### src/rtl/pc_fetch_ctrl.sv
// Instruction fetch controller: issues single outstanding instruction-memory
// requests, hands fetched words to decode, and handles jump/branch redirects,
// including draining a request that was in flight when the redirect arrived.
module pc_fetch_ctrl #(
  parameter logic [31:0] RESET_PC = 32'h0000_0000
) (
  input  logic        clk,
  input  logic        rst_n,
  input  logic        redirect_valid,
  input  logic [31:0] redirect_pc,
  output logic        imem_req,
  output logic [31:0] imem_addr,
  input  logic        imem_ack,
  input  logic [31:0] imem_rdata,
  output logic        if_valid,
  output logic [31:0] if_pc,
  output logic [31:0] if_instr,
  input  logic        if_ready,
  output logic        flush_out,
  output logic        misalign_err
);

  typedef enum logic [1:0] {
    FETCH = 2'd0,
    HOLD  = 2'd1,
    DRAIN = 2'd2
  } state_t;

  state_t      r_state;
  logic [31:0] r_pc;
  logic [31:0] r_addr;
  logic        r_req;
  logic        r_valid;
  logic [31:0] r_if_pc;
  logic [31:0] r_if_instr;
  logic        r_flush;
  logic        r_misalign;

  state_t      w_state_nxt;
  logic [31:0] w_pc_nxt;
  logic [31:0] w_addr_nxt;
  logic        w_req_nxt;
  logic        w_valid_nxt;
  logic [31:0] w_if_pc_nxt;
  logic [31:0] w_if_instr_nxt;
  logic        w_flush_nxt;
  logic        w_misalign_nxt;
  logic        w_ack;
  logic [31:0] w_target;

  // An acknowledge only counts while a request is actually on the bus; this
  // also drops acks that arrive in HOLD or right after reset.
  assign w_ack    = imem_ack & r_req;
  // Redirect target with bits [1:0] cleared; bit 1 is reported, not honoured.
  assign w_target = {redirect_pc[31:2], 2'b00};
  // Request stays up in FETCH and DRAIN; it is registered so reset forces it low.
  assign w_req_nxt = (w_state_nxt != HOLD);

  // Next-state and next-output decode; redirect outranks every other event.
  always_comb begin
    w_state_nxt    = r_state;
    w_pc_nxt       = r_pc;
    w_addr_nxt     = r_addr;
    w_valid_nxt    = r_valid;
    w_if_pc_nxt    = r_if_pc;
    w_if_instr_nxt = r_if_instr;
    w_flush_nxt    = 1'b0;
    w_misalign_nxt = 1'b0;
    if (redirect_valid) begin
      w_flush_nxt    = 1'b1;
      w_misalign_nxt = redirect_pc[1];
      w_pc_nxt       = w_target;
      w_valid_nxt    = 1'b0;
      case (r_state)
        FETCH: begin
          if (r_req && !w_ack) begin
            // Request still in flight: keep it on the bus until it completes.
            w_state_nxt = DRAIN;
          end else begin
            w_state_nxt = FETCH;
            w_addr_nxt  = w_target;
          end
        end
        HOLD: begin
          w_state_nxt = FETCH;
          w_addr_nxt  = w_target;
        end
        DRAIN: begin
          if (w_ack) begin
            // The stale request completes in this very cycle, so nothing is
            // left to drain; start fetching the newest target.
            w_state_nxt = FETCH;
            w_addr_nxt  = w_target;
          end else begin
            w_state_nxt = DRAIN;
          end
        end
        default: begin
          w_state_nxt = FETCH;
          w_addr_nxt  = w_target;
        end
      endcase
    end else begin
      case (r_state)
        FETCH: begin
          if (w_ack) begin
            w_if_instr_nxt = imem_rdata;
            w_if_pc_nxt    = r_pc;
            w_valid_nxt    = 1'b1;
            w_pc_nxt       = r_pc + 32'd4;
            w_state_nxt    = HOLD;
          end else begin
            w_state_nxt = FETCH;
          end
        end
        HOLD: begin
          if (if_ready) begin
            w_valid_nxt = 1'b0;
            w_state_nxt = FETCH;
            w_addr_nxt  = r_pc;
          end else begin
            w_state_nxt = HOLD;
          end
        end
        DRAIN: begin
          if (w_ack) begin
            w_state_nxt = FETCH;
            w_addr_nxt  = r_pc;
          end else begin
            w_state_nxt = DRAIN;
          end
        end
        default: begin
          w_state_nxt = FETCH;
          w_valid_nxt = 1'b0;
          w_addr_nxt  = r_pc;
        end
      endcase
    end
  end

  // State, PC and all outputs are registered; reset abandons any transaction.
  always_ff @(posedge clk or negedge rst_n) begin
    if (!rst_n) begin
      r_state    <= FETCH;
      r_pc       <= RESET_PC;
      r_addr     <= RESET_PC;
      r_req      <= 1'b0;
      r_valid    <= 1'b0;
      r_if_pc    <= 32'h0000_0000;
      r_if_instr <= 32'h0000_0000;
      r_flush    <= 1'b0;
      r_misalign <= 1'b0;
    end else begin
      r_state    <= w_state_nxt;
      r_pc       <= w_pc_nxt;
      r_addr     <= w_addr_nxt;
      r_req      <= w_req_nxt;
      r_valid    <= w_valid_nxt;
      r_if_pc    <= w_if_pc_nxt;
      r_if_instr <= w_if_instr_nxt;
      r_flush    <= w_flush_nxt;
      r_misalign <= w_misalign_nxt;
    end
  end

  assign imem_req     = r_req;
  assign imem_addr    = r_addr;
  assign if_valid     = r_valid;
  assign if_pc        = r_if_pc;
  assign if_instr     = r_if_instr;
  assign flush_out    = r_flush;
  assign misalign_err = r_misalign;

endmodule

### config.mk
export PLATFORM = sky130hd
export DESIGN_NAME = pc_fetch_ctrl
export DESIGN_NICKNAME = d
export VERILOG_FILES = /design/src/rtl/pc_fetch_ctrl.sv
export SDC_FILE = /design/constraint.sdc
export NUM_CORES = 1
export LEC_CHECK = 0
export ABC_AREA = 1
export CAP_MARGIN = 20
export CORE_AREA = 3 3 105 132
export DETAILED_ROUTE_END_ITERATION = 7
export DIE_AREA = 0 0 108 135
export PLACE_DENSITY = 0.8
export SLEW_MARGIN = 20
export SYNTH_ARGS = -nofsm -noshare
export SYNTH_HDL_FRONTEND = slang
export SYNTH_SLANG_ARGS = --single-unit
### constraint.sdc
create_clock -name clk -period 1.7 [get_ports clk]
set_input_delay 0.17 -clock clk [delete_from_list [all_inputs] [get_ports clk]]
set_output_delay 0.17 -clock clk [all_outputs]
set_load 0.005 [all_outputs]
=== Word level (Yosys, flattened, before mapping) ===
Index checks and enable logic that the tools add are counted.

* Input bits: 69
* Word-level logic and storage cells: 53
* Output and inout port bits: 100
* Bits in registers: 134

* Add/sub/neg operators: 1
* Equal/unequal tests: 9
* Mux-type cells: 23
* Reductions and logical operators: 9
* Bitwise operators: 2

{| class="wikitable"
|+ Operators by type and width
! cell !! count
|-
| $mux W32 || 8
|-
| $pmux W32 S3 || 1
|-
| $pmux W32 S2 || 1
|-
| $add A32 B3 Y32 const B || 1
|-
| $ne A2 B2 Y1 const B || 4
|-
| $mux W1 || 7
|-
| $mux W2 || 3
|-
| $ne A3 B3 Y1 const B || 2
|-
| $pmux W2 S3 || 1
|-
| $reduce_and A3 Y1 || 2
|-
| $pmux W2 S2 || 1
|-
| $reduce_and A4 Y1 || 1
|-
| $reduce_bool A2 Y1 || 2
|-
| $pmux W1 S3 || 1
|-
| $eq A2 B1 Y1 const B || 1
|-
| $eq A2 B2 Y1 const B || 1
|-
| $logic_not A2 Y1 || 1
|-
| $ne A2 B1 Y1 const B || 1
|-
| $reduce_and A2 Y1 || 1
|-
| $and A1 B1 Y1 || 1
|-
| $logic_and A1 B1 Y1 || 1
|-
| $logic_not A1 Y1 || 1
|-
| $not A1 Y1 || 1
|}

=== Depth between registers and ports, before layout ===
Gate-level depths: netlist of the first run.

* Depth after elaboration: 7
* Gate-level depth with buffers: 10
* Depth with buffers taken out: 10

=== Worst setup path after synthesis of the first run ===
No wires, ideal clock.

* Path type: register to register
* From: register r_pc[2]
* To: register r_pc[20]
* Clock period less this slack: 1.466 ns
* Data required time: 1.587 ns
* Buffers on the path: 0
* Arrival time: 1.353 ns
* Cell stages (with the launch flop): 11
* Setup slack: 0.234 ns
* Setup time: 0.113 ns
* Cell sequence: dfrtp_1 > ha_1 > nand3_1 > inv_1 > nand2_1 > nor2_4 > nand2_1 > nand2_1 > nand3_1 > nand2_1 > inv_1

* Longest elaborated chain between the ends: 4

{| class="wikitable"
|+ Ends and longest elaborated chain
! what !! RTL line !! text
|-
| start, declared || 30 || <nowiki>logic [31:0] r_pc;</nowiki>
|-
| start signal, assigned || 156 || <nowiki>r_pc <= w_pc_nxt;</nowiki>
|-
| $add A32 B3 Y32 || 110 || <nowiki>w_pc_nxt = r_pc + 32'd4;</nowiki>
|-
| $mux W32 || 106 || <nowiki>if (w_ack) begin</nowiki>
|-
| $mux W32 || 104 || <nowiki>case (r_state)</nowiki>
|-
| $mux W32 || 69 || <nowiki>if (redirect_valid) begin</nowiki>
|}

Every way passes these cells. The select of a mux whose other input is x is not followed.
A chain may end at the register's enable or synchronous reset.

=== Worst setup path in the final report of the first run ===
* From: register r_pc[2]
* To: register r_pc[31]

Same word-level chain as after synthesis.

==> results of run 1 <==
==> cell usage after synthesis <==
master / number
o211ai_1: 2
a31oi_1: 2
mux2i_1: 1
nor2_4: 2
o21a_1: 8
o21ai_1: 15
inv_1: 62
nor2_2: 3
buf_2: 18
xor2_1: 2
clkbuf_2: 2
dfrtp_1: 129
buf_4: 6
nand4_1: 3
o221ai_1: 1
a41oi_1: 2
conb_1: 1
nor2_1: 107
inv_2: 4
xnor2_1: 1
ha_1: 1
clkbuf_1: 8
nand3_1: 41
o21bai_1: 1
nand2_2: 3
a21oi_1: 18
buf_6: 2
o22ai_1: 1
a21boi_0: 3
nor4_4: 1
nand2_1: 295
nand3b_1: 1
nor3_1: 4
a22oi_1: 1
o21ai_0: 58
buf_1: 1
==> cells in the final DEF, fill, tap and decap left out, drive strengths merged, types with 3 or more instances in the layout <==
master,Yosys,final
nand2,298,298
clkdlybuf4s50,0,163
dfrtp,129,129
nor2,112,113
o21ai,73,73
inv,66,66
nand3,41,41
buf,27,32
clkbuf,10,27
a21oi,18,18
o21a,8,8
nor3,4,4
a21boi,3,3
nand4,3,3
bufinv,0,3
==> worst max-delay path, cell delays in order (launching register included) <==
cell     delay [ps]
dfrtp_1         360
buf_4           130
nand2_1          60
nor2_2          180
nand2_1         150
nor2_4          240
nand3_1         100
nand2_1          80
nand2_1          60
nand2_1          60
nand2_1          50
==> cell families after synthesis <==
kind of cell	Yosys count	synth area share [%]
other cells	1	0.0606
flops	129	52.2
mux	1	0.162
fa+ha+maj	1	0.202
simple gates	460	29.8
compound gates	112	9.91
xor+xnor	3	0.425
buf+inv	103	7.26
==> sequential cells by signal, summed over array words and instances (netlist names) <==
| register | flops |
|---|---|
| r_state | 2 |
| r_pc | 30 |
| if_instr | 32 |
| imem_req | 1 |
| if_valid | 1 |
| if_pc | 30 |
| misalign_err | 1 |
| imem_addr | 31 |
| flush_out | 1 |
==> metal layers <==
| layer | share of wire (%) | routed length [um] | vias to the layer above |
|---|---|---|---|
| met4 | 2.8 | 489 | 0 |
| met5 | 0 | 0 | - |
| met3 | 6.0 | 1040 | 42 |
| met1 | 39 | 6710 | 2753 |
| met2 | 52 | 8940 | 240 |
| li1 | - | - | 2917 |
==> worst paths after layout <==
kind / from / depth (start not counted) / endpoint
max: r_pc[2] / 10 / r_pc[31]
min: redirect_valid / 2 / flush_out
max reg2reg: r_pc[2] / 10 / r_pc[31]
min reg2reg: if_instr[26] / 2 / if_instr[26]
max in group asynchronous: rst_n / 3 / if_instr[9]
min in group asynchronous: rst_n / 2 / if_pc[30]
==> area by class of cell <==
cell class / instances / area, um^2
sequential: 129 / 3230
fill: 1009 / 3940
timing repair buffer: 196 / 1950
clock inverter: 5 / 100
clock buffer: 27 / 493
inverter: 66 / 248
multi-input combinational: 580 / 2550
tap: 168 / 210
==> power breakdown <==
part	switching [mW]	total, mW	internal [mW]
clock	1.25	3.67	2.42
sequential	0.623	4.67	4.05
combinational	1.70	3.89	2.20
==> repair_timing <==
item | in CTS | in global routing
gates resized for setup | 0 | 11
setup endpoints to repair | 0 | 17
hold buffers | 1 | 0
hold endpoints to repair | 26 | 0
buffers inserted | 0 | 2
==> run_results.csv, run 1 <==
group,metric,value,unit
placement,dp_slack,53.0,ps
run_status,status,"completed",
finish,area_growth,42.0,%
worst_setup_path,critPathKind,"reg2reg",
placement,portBuffers,165,
flow_run,max_cap_viol_count,0,
floorplan,rows,46,
sta,period_share,93.8,%
sta,setup_viol,0,
global_routing,overflow,0,
synth,syn_area,6180,um^2
floorplan,core,12700,um^2
synth,synth_area_leaders,"dfrtp_1 52%, nand2_1 18%, nor2_1 6.5%, o21ai_0 4.7%, inv_1 3.8%",
clocking,h-tree-depth,4,
sta,worst_hold_slack,216,ps
sta,setup_ws,105,ps
clocking,cts_sinks,129,
worst_setup_path,start_kind,"flip-flop",
sta,setup-tns-final,0,ps
clocking,clkTransAtPathRegs,50,ps
route,drc_errors,0,
sta,hold_viol_final,0,
sta,finalCriticalPeriod,1590,ps
route,drt_first_pass_iters,6,
clocking,clk_path_buf_depth,2,
finish,drive_gt1_share,7.98,%
sta,rsz0062_at_grt,"false",
finish,diodes,0,
finish,fin_area,8780,um^2
worst_hold_path,hold_path_class,"in2reg",
power,p_per_area,1390,nW/um^2
synth,yosys_register_bits,129,
finish,fin_util,69.0,%
floorplan,die_w,108,um
sta,max_freq,0.627,GHz
power,power,12.2,mW
route,wl,17200,um
synth,syn_avg_cell_area,7.64,um^2
clocking,insertion_delay,420,ps
route,dr_total_vias,5952,
floorplan,start_util,48.6,%
clocking,cts_made_buffers,17,
placement,dp_cells,1135,
synth,netlist.area_leader.share,52.2,%
floorplan,io_pins,169,
finish,final_cells,1171,
worst_setup_path,r2r_setup_slack,110,ps
synth,yosys_warnings,0,
placement,dp_hpwl,12100,um
route,via_per_inst,5.08,
global_routing,use_met1,29.5,%
synth,yosysUniqueCellTypes,36,
power,p_leak,4.25,nW
worst_setup_path,required,2010,ps
synth,synth_seq_area_share,52.2,%
placement,gp_congestion,0.899,
global_routing,busiest_layer,"met2",
global_routing,grt_pass1_vias,5773,
global_routing,grt_pass1_wl,27800,um
floorplan,die_area,14600,um^2
finish,num-nets-final,1060,
placement,placed_area,8130,um^2
route,drtIter0Drc,400,
global_routing,grt_start_max_net_pins,42,
clocking,cts_tree,"done",
global_routing,grt_usage,24.4,%
clocking,root_buffer,"clkbuf_16",
route,ant_nets,0,
power,vdd_ir_drop_max,671,uV
worst_setup_path,cp_max_fo,8,
worst_setup_path,crit_arrival,1900,ps
global_routing,antenna_found_initial,0,
sta,fin_worst_skew,9.49,ps
sta,drv_slew,0,
global_routing,grtUsageMet2,41.5,%
worst_setup_path,crit_path_end_kind,"flip-flop",
route,wl_per_cell,14.7,um
synth,synth_largest_area_cell,"dfrtp_1",
global_routing,use_met3,5.79,%
synth,syn_inst,810,
floorplan,die_h,135,um
Note: power is estimated with default switching activity, not from simulation.
==> run 2: changes to the inputs <==
--- a/config.mk
+++ b/config.mk
@@ -8,6 +8,7 @@
 export ABC_AREA = 1
 export CAP_MARGIN = 20
 export CORE_AREA = 3 3 105 132
+export CTS_CLUSTER_DIAMETER = 120
 export DETAILED_ROUTE_END_ITERATION = 7
 export DIE_AREA = 0 0 108 135
 export PLACE_DENSITY = 0.8
==> results of run 2 <==
The final DEF is identical to that of run 1; final timing and power are the same.
==> run 3: changes to the inputs <==
--- a/config.mk
+++ b/config.mk
@@ -9,6 +9,7 @@
 export CAP_MARGIN = 20
 export CORE_AREA = 3 3 105 132
 export CTS_CLUSTER_DIAMETER = 120
+export CTS_CLUSTER_SIZE = 30
 export DETAILED_ROUTE_END_ITERATION = 7
 export DIE_AREA = 0 0 108 135
 export PLACE_DENSITY = 0.8
==> constraint.sdc (replaced) <==
create_clock -name clk -period 1.7 [get_ports clk]
set_input_delay 0.255 -clock clk [delete_from_list [all_inputs] [get_ports clk]]
set_output_delay 0.255 -clock clk [all_outputs]
set_load 0.005 [all_outputs]
==> run_results.csv, run 3 (synthesized netlist as in run 1, its figures left out) <==
group,metric,value,unit
placement,dp_slack,24.4,ps
floorplan,io_pins,169,
finish,diodes,0,
global_routing,antenna_found_initial,0,
global_routing,overflow,0,
clocking,cts_sinks,129,
clocking,cts_made_buffers,17,
worst_setup_path,r2r_end,"r_pc[29]",
worst_setup_path,path_cells,"clkdlybuf4s50_1",
flow_run,max_cap_viol_count,0,
placement,portBuffers,165,
worst_setup_path,required,1440,ps
route,ant_nets,0,
global_routing,grt_pass1_vias,5900,
route,via_per_inst,5.05,
finish,drive_gt1_share,8.46,%
worst_setup_path,cp.buffers_inverters,1,
floorplan,die_h,135,um
finish,regArea,3230,um^2
sta,setup_viol,0,
sta,period_share,93.6,%
clocking,clkTransAtPathRegs,60,ps
worst_setup_path,crit_path_end_kind,"output port",
floorplan,start_util,48.6,%
clocking,root_buffer,"clkbuf_16",
placement,gp_congestion,0.931,
floorplan,die_area,14600,um^2
run_status,status,"completed",
clocking,h-tree-depth,4,
worst_setup_path,crit_family,"buffers and inverters",
route,wl,17400,um
sta,fin_worst_skew,10.0,ps
worst_setup_path,reg2reg_from,"r_pc[2]",
worst_setup_path,r2r_setup_slack,120,ps
sta,setup_ws,109,ps
global_routing,grt_start_max_net_pins,42,
worst_setup_path,cp_max_fo,2,
route,drc_errors,0,
worst_setup_path,crit_start,"if_pc[23]",
route,wl_per_cell,14.8,um
worst_setup_path,start_kind,"flip-flop",
worst_setup_path,critical_path.max_stage_delay,550,ps
placement,dp_hpwl,12200,um
route,dr_total_vias,5923,
finish,final_common_cell,"nand2_1",
finish,area_growth,43.1,%
sta,hold_viol_final,0,
clocking,cts_tree,"done",
floorplan,rows,46,
finish,fin_area,8850,um^2
finish,nFillCells,1008,
worst_setup_path,crit_arrival,1340,ps
sta,max_freq,0.628,GHz
clocking,clk_path_buf_depth,2,
worst_setup_path,reg2regPathDepth,8,
route,drt_first_pass_iters,7,
worst_setup_path,worstSetupEndpoint,"if_pc[23]",
worst_setup_path,critPathKind,"reg2out",
finish,num-nets-final,1063,
placement,placed_area,8140,um^2
power,p_leak,4.28,nW
sta,drv_slew,0,
floorplan,core,12700,um^2
worst_setup_path,worst-path-stages,1,
sta,setup-tns-final,0,ps
power,vdd_ir_drop_max,706,uV
global_routing,grt_pass1_wl,28300,um
sta,rsz0062_at_grt,"true",
sta,worst_hold_slack,292,ps
floorplan,die_w,108,um
route,drtIter0Drc,458,
worst_setup_path,crit_path_top_delay_cell,"clkdlybuf4s50_1",
clocking,insertion_delay,410,ps
power,p_per_area,1430,nW/um^2
finish,multi_input_comb_area,2540,um^2
sta,finalCriticalPeriod,1590,ps
global_routing,grt_usage,24.7,%
finish,largest_reg_flops,32,
worst_hold_path,hold_path_class,"in2async",
finish,layout_common_cells,"294 x nand2_1, 163 x clkdlybuf4s50_1, 129 x dfrtp_1",
[run 3: cell count changes in the layout (fill, tap and decap cells not counted), sizes merged]
cell / previous run / this run
clkinvlp: 0 / 3
bufinv: 3 / 5
clkbuf: 27 / 19
clkinv: 2 / 4
buf: 32 / 35
[run 3: area by class of cell]
| type | instances | share of cell area, % |
|---|---|---|
| Clock buffer | 19 | 5.12 |
| Timing Repair Buffer | 199 | 22.2 |
| Inverter | 66 | 2.80 |
| Clock inverter | 12 | 2.35 |
| Tap cell | 168 | 2.37 |
| Sequential cell | 129 | 36.5 |
| Multi-Input combinational cell | 580 | 28.7 |
[run 3: per-stage QoR]
step / utilization [%] / std cells / power [mW]
global placement: 64.0 / 1139 / 8.51
floorplan: - / 811 / 6.15
finish: 69.6 / 1173 / 12.6
detailed placement: 64.0 / 1139 / 8.61
CTS: 69.3 / 1171 / 12.7
global route: 69.6 / 1173 / 13.4
[run 3: layer usage]
layer	vias to the layer above	global-route usage [%]	part of all wire, %
met2	223	42.8	51
met1	2735	28.9	39
li1	2921	-	-
met3	44	6.36	6.0
met5	-	0	0
met4	0	10.0	3.3
[run 3: what timing repair did]
action | 4_1_cts | 5_1_grt
hold endpoints to repair | 20 | 0
endpoints found under the setup margin | 0 | 14
resized for setup | 0 | 7
hold buffers | 1 | 0
setup buffers | 0 | 1
[run 3: how the worst min path moves through the flow]
stage | start | endpoint | slack [ps]
after floorplan | rst_n | flush_out | -40
after global placement | rst_n | if_pc[30] | 180
after detailed placement | rst_n | if_pc[30] | 190
after CTS | rst_n | if_pc[30] | 290
after global routing | redirect_valid | flush_out | 300
final | rst_n | if_pc[30] | 290
[run 3: power by group]
group,switching [mW],total [mW],internal (mW)
Combinational,1.70,3.91,2.20
Clock,1.37,4.05,2.68
Sequential,0.627,4.67,4.05
